[src/rtl/mc_pkg.sv]
// mc_pkg -- shared encodings for the multicycle_ctrl sequencer.
//   Opcodes of the 8-bit model machine (ir[7:4]), the FSM state encoding,
//   AU function codes, RAM address select codes, and helpers that derive
//   the register-file source/destination selects from an instruction word.
package mc_pkg;

   // Opcodes (ir[7:4]); 0000-0011 are NOPs
   localparam logic [3:0] OP_MOVA = 4'b0100;
   localparam logic [3:0] OP_MOVB = 4'b0101;
   localparam logic [3:0] OP_MOVC = 4'b0110;
   localparam logic [3:0] OP_MOVD = 4'b0111;
   localparam logic [3:0] OP_ADD  = 4'b1000;
   localparam logic [3:0] OP_SUB  = 4'b1001;
   localparam logic [3:0] OP_JMP  = 4'b1010;
   localparam logic [3:0] OP_JG   = 4'b1011;
   localparam logic [3:0] OP_IN   = 4'b1100;
   localparam logic [3:0] OP_OUT  = 4'b1101;
   localparam logic [3:0] OP_MOVI = 4'b1110;
   localparam logic [3:0] OP_HALT = 4'b1111;

   typedef enum logic [2:0] {
      ST_IDLE     = 3'd0,
      ST_FETCH    = 3'd1,
      ST_DECODE   = 3'd2,
      ST_EXEC     = 3'd3,
      ST_IN_WAIT  = 3'd4,
      ST_OUT_WAIT = 3'd5,
      ST_PAUSE    = 3'd6,
      ST_HALT     = 3'd7
   } state_e;

   // AU function codes
   localparam logic [3:0] AC_NONE = 4'b0000;
   localparam logic [3:0] AC_PASS = 4'b0100;
   localparam logic [3:0] AC_ADD  = 4'b1000;
   localparam logic [3:0] AC_SUB  = 4'b1001;

   // RAM address select
   localparam logic [1:0] S_PC = 2'b00;
   localparam logic [1:0] S_RS = 2'b01;
   localparam logic [1:0] S_RD = 2'b10;

   // Jumps and MOVD take their operand (target / address) from R3.
   function automatic logic [1:0] src_sel(input logic [7:0] instr);
      logic [3:0] op;
      op = instr[7:4];
      if ((op == OP_JMP) || (op == OP_JG) || (op == OP_MOVD)) begin
         return 2'b11;
      end else begin
         return instr[1:0];
      end
   endfunction

   // MOVI always loads R0; MOVD always loads R3.
   function automatic logic [1:0] dst_sel(input logic [7:0] instr);
      logic [1:0] dr;
      case (instr[7:4])
         OP_MOVI: dr = 2'b00;
         OP_MOVD: dr = 2'b11;
         default: dr = instr[3:2];
      endcase
      return dr;
   endfunction

endpackage

[src/rtl/io_wait_timer.sv]
// io_wait_timer -- cycle counter for the IN/OUT wait states.
//   clk, rst_n : clock, asynchronous active-low reset
//   clr_i      : return the count to zero (held while not waiting)
//   en_i       : count one wait cycle
//   expired_o  : high during the TIMEOUT-th enabled cycle since clear;
//                never high when TIMEOUT is 0
module io_wait_timer #(
   parameter int TMR_W   = 8,
   parameter int TIMEOUT = 255
) (
   input  logic clk,
   input  logic rst_n,
   input  logic clr_i,
   input  logic en_i,
   output logic expired_o
);

   localparam logic [TMR_W-1:0] TMR_ONE  = TMR_W'(1);
   localparam logic [TMR_W-1:0] TMR_LAST = TMR_W'(TIMEOUT - 1);
   localparam logic             TMO_ON   = (TIMEOUT > 0);

   logic [TMR_W-1:0] cnt_q;
   logic [TMR_W-1:0] cnt_d;

   // Next count: clear has priority over counting
   always_comb begin
      cnt_d = cnt_q;
      if (clr_i) begin
         cnt_d = {TMR_W{1'b0}};
      end else if (en_i) begin
         cnt_d = cnt_q + TMR_ONE;
      end else begin
         cnt_d = cnt_q;
      end
   end

   // Count register
   always_ff @(posedge clk or negedge rst_n) begin
      if (!rst_n) begin
         cnt_q <= {TMR_W{1'b0}};
      end else begin
         cnt_q <= cnt_d;
      end
   end

   // The count reads k-1 in the k-th wait cycle, so TIMEOUT-1 marks the last one.
   assign expired_o = TMO_ON & en_i & (cnt_q == TMR_LAST);

endmodule

[src/rtl/multicycle_ctrl.sv]
// multicycle_ctrl -- FETCH/DECODE/EXEC sequencer for the 8-bit model machine.
//   clk, rst_n           : clock, asynchronous active-low reset
//   start, step_mode     : run control (start from IDLE/PAUSE/HALT, pause per instr)
//   ir, gf               : datapath instruction register and G flag
//   in_valid / in_ack    : input handshake (in_ack pulses on acceptance)
//   out_valid / out_ready: output handshake
//   ld_pc..s0, s, ac, SR, DR : datapath control strobes and selects
//   busy, halted, io_err : status (io_err is sticky until restart from HALT)
//   instr_cnt            : retired-instruction count, wraps
module multicycle_ctrl
   import mc_pkg::*;
#(
   parameter int CNT_W   = 16,
   parameter int TIMEOUT = 255,
   parameter int TMR_W   = 8
) (
   input  logic             clk,
   input  logic             rst_n,
   input  logic             start,
   input  logic             step_mode,
   input  logic [7:0]       ir,
   input  logic             gf,
   input  logic             in_valid,
   output logic             in_ack,
   output logic             out_valid,
   input  logic             out_ready,
   output logic             ld_pc,
   output logic             in_pc,
   output logic             ram_we,
   output logic             ram_re,
   output logic             ld_ir,
   output logic             reg_we,
   output logic             au_en,
   output logic             g_en,
   output logic             in_en,
   output logic             out_en,
   output logic             s0,
   output logic [1:0]       s,
   output logic [3:0]       ac,
   output logic [1:0]       SR,
   output logic [1:0]       DR,
   output logic             busy,
   output logic             halted,
   output logic             io_err,
   output logic [CNT_W-1:0] instr_cnt
);

   localparam logic [CNT_W-1:0] CNT_ONE = CNT_W'(1);

   state_e           state_q;
   state_e           state_d;
   state_e           done_st;
   logic [CNT_W-1:0] cnt_q;
   logic [CNT_W-1:0] cnt_d;
   logic             err_q;
   logic             err_d;

   logic [3:0]       op;
   logic             in_wait;
   logic             out_wait;
   logic             io_wait;
   logic             in_hs;
   logic             out_hs;
   logic             tmo_exp;
   logic             tmo_fire;
   logic             retire;

   assign op       = ir[7:4];
   assign in_wait  = (state_q == ST_IN_WAIT);
   assign out_wait = (state_q == ST_OUT_WAIT);
   assign io_wait  = in_wait | out_wait;
   assign in_hs    = in_wait & in_valid;
   assign out_hs   = out_wait & out_ready;
   // A handshake in the expiring cycle still completes the transfer.
   assign tmo_fire = io_wait & tmo_exp & ~in_hs & ~out_hs;
   // HALT retires in DECODE; everything else retires on its last cycle.
   assign retire   = (state_q == ST_EXEC) | in_hs | out_hs |
                     ((state_q == ST_DECODE) & (op == OP_HALT));
   assign done_st  = step_mode ? ST_PAUSE : ST_FETCH;

   // Timer is held clear outside the wait states, so each wait starts from zero.
   io_wait_timer #(
      .TMR_W   (TMR_W),
      .TIMEOUT (TIMEOUT)
   ) u_io_wait_timer (
      .clk       (clk),
      .rst_n     (rst_n),
      .clr_i     (~io_wait),
      .en_i      (io_wait),
      .expired_o (tmo_exp)
   );

   // State register
   always_ff @(posedge clk or negedge rst_n) begin
      if (!rst_n) begin
         state_q <= ST_IDLE;
      end else begin
         state_q <= state_d;
      end
   end

   // Next-state logic
   always_comb begin
      state_d = state_q;
      case (state_q)
         ST_IDLE:   state_d = start ? ST_FETCH : ST_IDLE;
         ST_FETCH:  state_d = ST_DECODE;
         ST_DECODE: begin
            case (op)
               OP_IN:   state_d = ST_IN_WAIT;
               OP_OUT:  state_d = ST_OUT_WAIT;
               OP_HALT: state_d = ST_HALT;
               default: state_d = ST_EXEC;
            endcase
         end
         ST_EXEC:   state_d = done_st;
         ST_IN_WAIT: begin
            if (in_hs) begin
               state_d = done_st;
            end else if (tmo_fire) begin
               state_d = ST_HALT;
            end else begin
               state_d = ST_IN_WAIT;
            end
         end
         ST_OUT_WAIT: begin
            if (out_hs) begin
               state_d = done_st;
            end else if (tmo_fire) begin
               state_d = ST_HALT;
            end else begin
               state_d = ST_OUT_WAIT;
            end
         end
         ST_PAUSE:  state_d = start ? ST_FETCH : ST_PAUSE;
         ST_HALT:   state_d = start ? ST_FETCH : ST_HALT;
         default:   state_d = ST_IDLE;
      endcase
   end

   // Output decode from the current state (and ir/gf/in_valid where needed)
   always_comb begin
      ld_pc     = 1'b0;
      in_pc     = 1'b0;
      ram_we    = 1'b0;
      ram_re    = 1'b0;
      ld_ir     = 1'b0;
      reg_we    = 1'b0;
      au_en     = 1'b0;
      g_en      = 1'b0;
      in_en     = 1'b0;
      out_en    = 1'b0;
      in_ack    = 1'b0;
      out_valid = 1'b0;
      s0        = 1'b1;
      s         = S_PC;
      ac        = AC_NONE;
      SR        = 2'b00;
      DR        = 2'b00;
      busy      = 1'b0;
      halted    = 1'b0;
      case (state_q)
         ST_FETCH: begin
            busy   = 1'b1;
            ram_re = 1'b1;
            s      = S_PC;
            ld_ir  = 1'b1;
            in_pc  = 1'b1;
         end
         ST_DECODE: begin
            busy = 1'b1;
            SR   = src_sel(ir);
            DR   = dst_sel(ir);
         end
         ST_EXEC: begin
            busy = 1'b1;
            SR   = src_sel(ir);
            DR   = dst_sel(ir);
            case (op)
               OP_MOVA: begin
                  au_en  = 1'b1;
                  ac     = AC_PASS;
                  reg_we = 1'b1;
               end
               OP_MOVB: begin
                  au_en  = 1'b1;
                  ac     = AC_PASS;
                  s      = S_RD;
                  ram_we = 1'b1;
               end
               OP_MOVC: begin
                  s      = S_RS;
                  ram_re = 1'b1;
                  reg_we = 1'b1;
               end
               OP_MOVD: begin
                  s0     = 1'b0;
                  reg_we = 1'b1;
               end
               OP_ADD: begin
                  au_en  = 1'b1;
                  ac     = AC_ADD;
                  reg_we = 1'b1;
               end
               OP_SUB: begin
                  au_en  = 1'b1;
                  ac     = AC_SUB;
                  reg_we = 1'b1;
                  g_en   = 1'b1;
               end
               OP_JMP:  ld_pc = 1'b1;
               OP_JG:   ld_pc = gf;
               OP_MOVI: begin
                  ram_re = 1'b1;
                  s      = S_PC;
                  in_pc  = 1'b1;
                  reg_we = 1'b1;
               end
               default: ld_pc = 1'b0;
            endcase
         end
         ST_IN_WAIT: begin
            busy   = 1'b1;
            SR     = src_sel(ir);
            DR     = dst_sel(ir);
            reg_we = in_valid;
            in_en  = in_valid;
            in_ack = in_valid;
         end
         ST_OUT_WAIT: begin
            busy      = 1'b1;
            SR        = src_sel(ir);
            DR        = dst_sel(ir);
            au_en     = 1'b1;
            ac        = AC_PASS;
            out_en    = 1'b1;
            out_valid = 1'b1;
         end
         ST_HALT:  halted = 1'b1;
         default:  busy   = 1'b0;
      endcase
   end

   // Retired-count and sticky error next values
   always_comb begin
      cnt_d = retire ? (cnt_q + CNT_ONE) : cnt_q;
      if (tmo_fire) begin
         err_d = 1'b1;
      end else if ((state_q == ST_HALT) && start) begin
         err_d = 1'b0;
      end else begin
         err_d = err_q;
      end
   end

   // Retired-count and sticky error registers
   always_ff @(posedge clk or negedge rst_n) begin
      if (!rst_n) begin
         cnt_q <= {CNT_W{1'b0}};
         err_q <= 1'b0;
      end else begin
         cnt_q <= cnt_d;
         err_q <= err_d;
      end
   end

   assign instr_cnt = cnt_q;
   assign io_err    = err_q;

endmodule

[config.mk]
export PLATFORM = sky130hd
export DESIGN_NAME = multicycle_ctrl
export DESIGN_NICKNAME = d
export VERILOG_FILES = /design/src/rtl/mc_pkg.sv /design/src/rtl/io_wait_timer.sv /design/src/rtl/multicycle_ctrl.sv
export SDC_FILE = /design/constraint.sdc
export NUM_CORES = 1
export LEC_CHECK = 0
export CORE_MARGIN = 8
export CORE_UTILIZATION = 23
export DETAILED_ROUTE_END_ITERATION = 6
export RECOVER_POWER = 50
export SETUP_SLACK_MARGIN = 0.02
export SLEW_MARGIN = 40
export SYNTH_ARGS = -nofsm -noshare
export SYNTH_HDL_FRONTEND = slang
export SYNTH_SLANG_ARGS = --single-unit
[constraint.sdc]
create_clock -name clk -period 2.32 [get_ports clk]
set_clock_uncertainty 0.05 [all_clocks]
set_input_delay 0.348 -clock clk [delete_from_list [all_inputs] [get_ports clk]]
set_output_delay 0.348 -clock clk [all_outputs]
set_load 0.01 [all_outputs]
==> results.ini <==
[run_status]
status=completed

[synthesis]
synthCells=201
synthesis.nets=219
yosysWarnings=0
ys_seq_area_share_pct=41.27
ys_ff_latch=28
avgSynthCellArea_um2=8.447
netlist_area_um2=1698
synth_cell_types=39

[cts]
htreeDepth=1
worstSkewPairLatency_ps=270
cts.path.max_buffers=2
cts.sinks=28
cts_hold_repair.buffers=0
cts_setup_buffers=0
numCtsBuffers=3
cts_root_buf=clkbuf_8
cts_tree=built
clk_pin_slew_ps=100

[layout]
fillCellCount=751
fin_nets=286
drive_above_1_share_pct=10.11
final_cell_area_um2=2529
fin_cells=366
layout_common_cells=29 x nor2_1, 29 x clkdlybuf4s50_1, 27 x dfrtp_1
antenna_cells=0
seq_area_um2=701.9
multi_input_area_um2=927.1
syn2layout_area_growth_pct=48.93

[placement]
place_area_um2=2450
hpwl_um=3778
dp.cells=362
port_buffers=55
place.gp.congestion=0.8376
pre_cts_slack_ps=-192.7

[critical_path]
r2r-start=state_q[0]
crit_required_ps=1920
r2r_slack_ps=440
end_kind=output pin
critPathLaunch=state_q[1]
worstSetupPathType=reg2out
path_max_fanout=6
cp.arrival_ps=1770
r2r-end=instr_cnt[10]
start_kind=flip-flop
r2r_cells=6
crit_slowest_cell=clkdlybuf4s50_1
slowest_delay_ps=560
worstPathCellList=nand2_1 -> nor2_4 -> nand2_1 -> nor2_1 -> clkdlybuf4s50_1
cp_common_cell=nand2_1

[floorplan]
initial_utilization_pct=23.53
fp-row-count=31
io_pins=57
die_area_um2=10390
fp.dieH_um=101.9
core_um2=7214
die_w_um=101.9

[power]
seq_power_share_pct=32.0
p_switching_uw=796.1
leakage_nw=1.215
comb_power_share_pct=49.5
intPower_mw=1.288
swShare_pct=38.20
ir_worst_vdd_mv=0.2788
clkPwrFrac_pct=18.5
power_density_nw_per_um2=824.3

[grt]
gr-total-overflow=0
grt_max_degree=29
grt_pass1_vias=1618
grt_pass1_wl_um=7790
antenna_found_initial=0
grt_usage_pct=9.288

[detailed_routing]
viasPerCell=4.451
ant_nets=0
wire_per_inst_um=12.94
drt_wl_total_um=4737
drc_errors=0
dr.pass1.iters=4
drtIter0Drc=59
num_vias=1629

[timing]
worst_slack_ps=152.0
setup_tns_ps=0
setup_viol=0
worst_hold_slack_ps=421.0
fmax_ghz=0.4613
period_minus_slack_ps=2168
finalHoldViolations=0
rsz0062_at_grt=yes
slew_violations=0
fin_crit_sh_pct=93.45

[worst_hold_path]
worstHoldStart=instr_cnt[15]
min_to=instr_cnt[15]
holdPathStages=1
min_path_type=reg2reg

[job]
maxCapViolations=0

## flip-flops by register name, summed over array words and instances (netlist names)
register	cells
state_q	3
instr_cnt	16
u_io_wait_timer.cnt_q	8
io_err	1
## timing repair
action,CTS,global route
resized for setup,17,8
pin swaps,1,0
setup endpoints to repair,16,7
## metrics by stage
stage / utilization [%] / power [mW]
after floorplan: - / 1.237
after global placement: 33.96 / 1.774
after detailed placement: 33.96 / 1.780
after CTS: 34.89 / 2.122
after global routing: 35.05 / 2.242
final: 35.05 / 2.084
## routing by layer
metal  GRT usage, %  share of wire [%]  up-vias
met1          11.37                 44      774
met5              0                  0        -
met4          1.016               0.36        0
met2          16.25                 50       32
met3          2.589                5.0        4
li1               -                  -      819
## how the worst max path moves through the flow
stage | endpoint | slack [ps]
6_report | ac[3] | 150
5_1_grt | ac[3] | 10
4_1_cts | ac[2] | 20
3_5_place_dp | SR[1] | -190
3_3_place_gp | DR[0] | -140
2_1_floorplan | reg_we | 590
## worst max-delay path, delay by kind of cell (launching register included)
family        cells  cell delay [ps]
buf+inv           1              560
simple gates      4              500
flops             1              430
## area by class of cell
cell class	count	share of cell area (%)
sequential	28	27.76
clock buffer	3	1.633
tap	99	4.899
clock inverter	1	1.188
inverter	6	0.8906
timing repair buffer	74	26.97
multi-input combinational	155	36.66
## synthesized netlist by cell type
library cell / instances / area (um^2)
dfrtp_1: 28 / 700.7
o21ai_0: 8 / 40.04
o22ai_2: 1 / 12.51
nor2_1: 29 / 108.9
or3b_1: 1 / 8.760
o31ai_1: 1 / 7.510
a2111o_1: 1 / 11.26
nor3b_1: 1 / 7.510
xor2_1: 10 / 87.58
or3_1: 2 / 12.51
nor4_1: 1 / 6.260
inv_1: 6 / 22.52
o21ai_1: 1 / 5.000
clkbuf_1: 6 / 22.52
buf_4: 5 / 37.54
nand4_1: 6 / 37.54
and3_1: 5 / 31.28
a32o_1: 1 / 10.01
mux2i_1: 1 / 10.01
nor2b_1: 5 / 31.28
a21o_1: 2 / 15.01
nor4b_2: 1 / 15.01
maj3_1: 1 / 10.01
nor3_1: 9 / 45.04
o21a_1: 1 / 7.510
nand2_1: 22 / 82.58
conb_1: 1 / 3.750
o2bb2ai_1: 1 / 8.760
buf_2: 1 / 5.000
o211ai_1: 1 / 7.510
a21oi_1: 13 / 65.06
and4_1: 1 / 8.760
ha_1: 3 / 37.54
nand2b_1: 2 / 12.51
nand3_1: 9 / 45.04
xnor2_1: 10 / 87.58
nor2_2: 1 / 6.260
o311ai_0: 2 / 17.52
or2_1: 1 / 6.260
## kinds of logic (layout without fill, tap and decap cells)
logic type / count (synthesis) / in the layout / share of synthesized area, %
buffers and inverters: 18 / 84 / 5.158
xor gates and xnor gates: 20 / 20 / 10.32
DFF: 28 / 28 / 41.27
and+or+nand+nor: 96 / 96 / 27.41
AOI/OAI and AO/OA: 33 / 33 / 12.23
other: 1 / 1 / 0.2209
muxes: 1 / 1 / 0.5896
adders and majority gates: 4 / 4 / 2.801
## power groups by stage
stage	logic, mW	registers (mW)	clock network [mW]
4_1_cts	1.06	0.665	0.394
5_1_grt	1.15	0.682	0.415
3_3_place_gp	1.10	0.671	0
2_1_floorplan	0.558	0.679	0
6_report	1.03	0.668	0.385
3_5_place_dp	1.11	0.673	0
(Power assumes the default switching activity.)
==> RTL edit 1, RTL diff (same settings) <==
Re-encode `state_e` (8 states) as one-hot, 8 bits wide.
--- a/src/rtl/mc_pkg.sv
+++ b/src/rtl/mc_pkg.sv
@@ -19,13 +19,13 @@
    localparam logic [3:0] OP_HALT = 4'b1111;
 
-   typedef enum logic [2:0] {
-      ST_IDLE     = 3'd0,
-      ST_FETCH    = 3'd1,
-      ST_DECODE   = 3'd2,
-      ST_EXEC     = 3'd3,
-      ST_IN_WAIT  = 3'd4,
-      ST_OUT_WAIT = 3'd5,
-      ST_PAUSE    = 3'd6,
-      ST_HALT     = 3'd7
+   typedef enum logic [7:0] {
+      ST_IDLE     = 8'b00000001,
+      ST_FETCH    = 8'b00000010,
+      ST_DECODE   = 8'b00000100,
+      ST_EXEC     = 8'b00001000,
+      ST_IN_WAIT  = 8'b00010000,
+      ST_OUT_WAIT = 8'b00100000,
+      ST_PAUSE    = 8'b01000000,
+      ST_HALT     = 8'b10000000
    } state_e;
 
Check against the original RTL: same outputs for any inputs over 10 cycles, from zero or initial values and one cycle with rst_n low; not proved beyond that.
==> RTL edit 1 against the original RTL <==
The run now ends with negative setup slack left. Non-clock buffer count increased by 35. Fmax is 14% lower. Power is 9.6% lower. Critical path type unchanged. Largest power group unchanged. Via count increased by 22%. Final area rose by 33%. Wire length grew 26%. Setup slack worse by 340 ps. Area after synthesis grew 22%. Sequential cell count grew 5.
==> RTL edit 1: results (changes against the original RTL) <==
set qor(yosys-top-cells-count) {sky130_fd_sc_hd__dfrtp_1, sky130_fd_sc_hd__nor2_1, sky130_fd_sc_hd__xor2_1, sky130_fd_sc_hd__nand2_1, sky130_fd_sc_hd__nand3_1}
set qor(hold_path_startpoint) {instr_cnt[15]}
set qor(detail_route.iter0.violations) 63 ;# +6.8%
set qor(place_hpwl_um) 4430 ;# +17%
set qor(seqCellArea_um2) 828.3 ;# +18%
set qor(outcome) {finished, violations left}
set qor(synth.yosys.warnings) 0 ;# unchanged
set qor(fillerInstances) 863 ;# +15%
set qor(grt_first_pass_wirelength_um) 9784 ;# +26%
set qor(timing.rr.end) {instr_cnt[7]}
set qor(synthArstFlopShare_pct) 100.0 ;# unchanged
set qor(buffer_ports.inserted) 55 ;# unchanged
set qor(hold_path_end) {instr_cnt[15]}
set qor(vdd_drop_max_mv) 0.1838 ;# -34%
set qor(largest_reg_flops) 16 ;# unchanged
set qor(static-leakage-power_nw) 1.620 ;# +33%
set qor(drtPass1Iterations) 4 ;# unchanged
set qor(worstSkewPairLatency_ps) 270 ;# about the same
set qor(post_route_worst_setup_slack_ps) -190.3 ;# -342.4 ps
set qor(first_global_vias) 2026 ;# +25%
set qor(timing.critical_path.fanout_max) 3 ;# -3
set qor(postSynthNetCount) 234 ;# +6.8%
set qor(hold_depth) 1 ;# unchanged
set qor(grt_start_max_net_pins) 34 ;# +17%
set qor(timing.final.setup_violations) 16 ;# +16
set qor(cts_max_level) 2 ;# +1
set qor(violated_checks) {negative setup slack}
set qor(post_dp_cell_area_um2) 2979 ;# +22%
set qor(wl_per_cell_um) 13.87 ;# +7.2%
set qor(clock_tree.buffer_depth) 2 ;# unchanged
set qor(gr-usage-all-layers_pct) 9.397 ;# +0.11 points
set qor(cts_inserted_buffers) 5 ;# +2
set qor(path_clk_slew_ps) 70 ;# -30 ps
set qor(clk_root_buf) {sky130_fd_sc_hd__clkbuf_8}
set qor(finish.cell_count_without_fillers) 429 ;# +17%
set qor(grt_antenna_before_repair) 0 ;# unchanged
set qor(routed_via_density) 4.620 ;# +3.8%
set qor(placedCellCount) 405 ;# +12%
set qor(setup_tns_ps) -1291 ;# -1291 ps
set qor(proportion_of_layout_cells_with_a_drive_suffix_above_1_pct) 38.01 ;# +28 points
set qor(worst-slew-pin-transition_ps) 836.9
set qor(number_of_distinct_library_cells_after_synthesis) 55 ;# +41%
set qor(synthesis.instances) 216 ;# +7.5%
set qor(yosys-top-cells-area) {sky130_fd_sc_hd__dfrtp_1, sky130_fd_sc_hd__xor2_1, sky130_fd_sc_hd__nor2_1}
set qor(hp-class) {reg2reg}
set qor(reg2reg_slack_ps) -100 ;# -540 ps
set qor(n_antenna_cell) 0 ;# unchanged
set qor(yosysSeqAreaShare_pct) 39.96 ;# -1.3 points
set qor(critPathLaunch) {state_q[7]}
set qor(cp_data_arrival_time_ps) 2110 ;# +340 ps
set qor(r2r_cells) 7 ;# +1
set qor(globalplace.congestion) 0.7693 ;# -8.2%
set qor(num-nets-final) 338 ;# +18%
[RTL edit 1: logic make-up (layout without fill, tap and decap cells)]
kind of cell	count (synthesis)	in the layout	synth area share (%)
XOR/XNOR	25	25	10.58
other	1	1	0.1812
buffers and inverters	21	126	5.683
AND/OR/NAND/NOR	98	98	28.17
flip-flops	33	33	39.96
adder cells (fa/ha/maj)	4	4	2.298
multiplexers	2	2	1.028
AO/OA/AOI/OAI	32	32	12.09
[RTL edit 1: what timing repair did]
action / 4_1_cts / 5_1_grt
endpoints found under the hold margin: 0 / 0
hold buffers: 0 / 0
gates resized for setup: 88 / 60
cloned: 1 / 0
setup buffers: 12 / 3
pin swaps: 20 / 21
endpoints found under the setup margin: 29 / 37
[RTL edit 1: worst max path at each step]
| stage | to | slack (ps) |
|---|---|---|
| final | au_en | -190 |
| after global routing | au_en | -250 |
| after CTS | au_en | -170 |
| after detailed placement | s0 | -210 |
| after global placement | SR[0] | -190 |
| after floorplan | ac[0] | 70 |
[RTL edit 1: cell type report]
type                       instances  area share, %
timing repair buffer             109          28.44
inverter                           9          1.152
tap                              108          4.015
sequential                        33          24.61
clock inverter                     2         0.2974
clock buffer                       6          2.156
multi-input combinational        162          39.33
[RTL edit 1: power breakdown]
group / leakage (nW) / internal, mW / switching [mW]
Combinational: 1.17 / 0.422 / 0.352
Clock: 0.0450 / 0.208 / 0.201
Sequential: 0.408 / 0.630 / 0.0706
[RTL edit 1: layer usage]
metal  up-vias  track usage [%]  part of all wire [%]
met3         7            2.597                   5.2
met5         -                0                     0
met4         0            3.243                   1.4
met1       956            11.25                    45
li1        972                -                     -
met2        47            15.70                    48
[RTL edit 1: worst max-delay path, cell delays in order (launching register included)]
cell and delay, ps:
sky130_fd_sc_hd__dfrtp_1 400, sky130_fd_sc_hd__or4_4 550, sky130_fd_sc_hd__or4_4 550, sky130_fd_sc_hd__buf_6 150, sky130_fd_sc_hd__o31ai_4 50, sky130_fd_sc_hd__buf_6 140
[RTL edit 1: per-stage QoR]
| stage | total power [mW] | setup slack [ps] | hold WS [ps] |
|---|---|---|---|
| 2_1_floorplan | 0.9992 | 73.19 | 2.409 |
| 3_3_place_gp | 1.352 | -192.9 | 412.7 |
| 3_5_place_dp | 1.366 | -213.8 | 422.3 |
| 4_1_cts | 1.885 | -171.9 | 432.1 |
| 5_1_grt | 2.005 | -253.9 | 461.9 |
| 6_report | 1.884 | -190.3 | 419.1 |
==> RTL edit 2, RTL diff (same flow settings) <==
Without the edit above. Set the parameter `CNT_W` to 12 (it was 16).
--- a/src/rtl/multicycle_ctrl.sv
+++ b/src/rtl/multicycle_ctrl.sv
@@ -11,5 +11,5 @@
    import mc_pkg::*;
 #(
-   parameter int CNT_W   = 16,
+   parameter int CNT_W   = 12,
    parameter int TIMEOUT = 255,
    parameter int TMR_W   = 8
Ports: changed (resized instr_cnt); port bits go from 57 to 53. No check against the original RTL was run, so the function may have changed too.
==> RTL edit 2 against the original RTL <==
Via count fell by 9.0%. Critical endpoint is now s0. Sequential cell count fell by 4. Area after synthesis fell by 11%. Worst hold slack improved by 17 ps. Register-to-register slack got worse by 80 ps. Wire length fell by 12%. Highest routed layer unchanged. Setup slack got worse by 55 ps. Power fell by 2.3%. Final area fell by 10%.
==> RTL edit 2: results (changes against the original RTL) <==
set qor(outcome) {completed}
set qor(fillerInstances) 679 ;# -9.6%
set qor(power.clock.total_mw) 0.358 ;# -7.0%
set qor(postSynthNetCount) 195 ;# -11%
set qor(static-leakage-power_nw) 1.097 ;# -9.7%
set qor(synth-adder-area-share_pct) 3.130 ;# +0.33 points
set qor(cp_slowest_stage_delay_ps) 520 ;# -40 ps
set qor(drt-total-wl_um) 4176 ;# -12%
set qor(numClockSinks) 24 ;# -14%
set qor(grt_util_met1_pct) 10.05 ;# -1.3 points
set qor(num-multi-input-gates) 131 ;# -15%
set qor(yosys-top-cells-area) {sky130_fd_sc_hd__dfrtp_1, sky130_fd_sc_hd__xnor2_1, sky130_fd_sc_hd__nand4_1}
set qor(routed_via_density) 4.678 ;# +5.1%
set qor(dpl_worst_slack_ps) -184.1 ;# +8.687 ps
set qor(area_share_clock_buf_inv_pct) 3.135 ;# +0.31 points
set qor(post_route_worst_setup_slack_ps) 97.23 ;# -54.81 ps
set qor(multi_input_comb_area_um2) 825.8 ;# -11%
set qor(grt_first_pass_wirelength_um) 6893 ;# -12%
set qor(buffer_area_share_pct) 28.16 ;# +1.2 points
set qor(yosysSeqAreaShare_pct) 39.54 ;# -1.7 points
set qor(buffer_ports.inserted) 51 ;# -7.3%
set qor(buffers) 71 ;# -4.1%
set qor(cp-endpoint) {s0}
set qor(met3_length_um) 203 ;# -14%
set qor(largest_reg_flops) 12 ;# -4
set qor(crit-reg2reg-launch) {state_q[1]}
set qor(yosys-mux-area-fraction_pct) 1.400 ;# +0.81 points
set qor(num-nets-final) 259 ;# -9.4%
set qor(first_global_vias) 1450 ;# -10%
set qor(sw_frac_of_total_pct) 37.50 ;# -0.70 points
set qor(grt_util_met2_pct) 14.48 ;# -1.8 points
set qor(r2r_cells) 7 ;# +1
set qor(reg2reg_slack_ps) 360 ;# -80 ps
set qor(timing.critical_path.fanout_max) 3 ;# -3
set qor(synth_compound_gate_area_share_pct) 13.18 ;# +0.95 points
set qor(detail_route.iter0.violations) 65 ;# +10%
set qor(hold_path_end) {u_io_wait_timer.cnt_q[0]}
set qor(seqCellArea_um2) 603.1 ;# -14%
set qor(path_clk_slew_ps) 80 ;# -20 ps
-- RTL edit 2: cell count changes in the layout (fill, tap and decap cells not counted), sizes merged, moves of 2 or more --
cell           unedited run  this run
nand2                    22        13
nor2                     30        13
clkdlybuf4s50            29        26
nand2b                    2         4
xor2                     10         4
nand4                     6        10
o311ai                    2         0
dfrtp                    28        24
a41oi                     0         2
a21oi                    13        11
and3                      5         8
dlymetal6s2s              5         3
inv                       6        10
-- RTL edit 2: stage by stage --
step / total power, mW / hold WS (ps) / cells / area [um2]
floorplan: 1.203 / 2.409 / 177 / 1519
global placement: 1.719 / 414.6 / 311 / 2191
detailed placement: 1.727 / 431.3 / 311 / 2191
CTS: 2.054 / 387.0 / 315 / 2253
global route: 2.187 / 461.6 / 317 / 2275
finish: 2.036 / 438.1 / 317 / 2275
-- RTL edit 2: critical path: cells and delay by family --
kind / cells / cell delay (ps)
buffers and inverters: 4 / 1220
and+or+nand+nor: 2 / 250
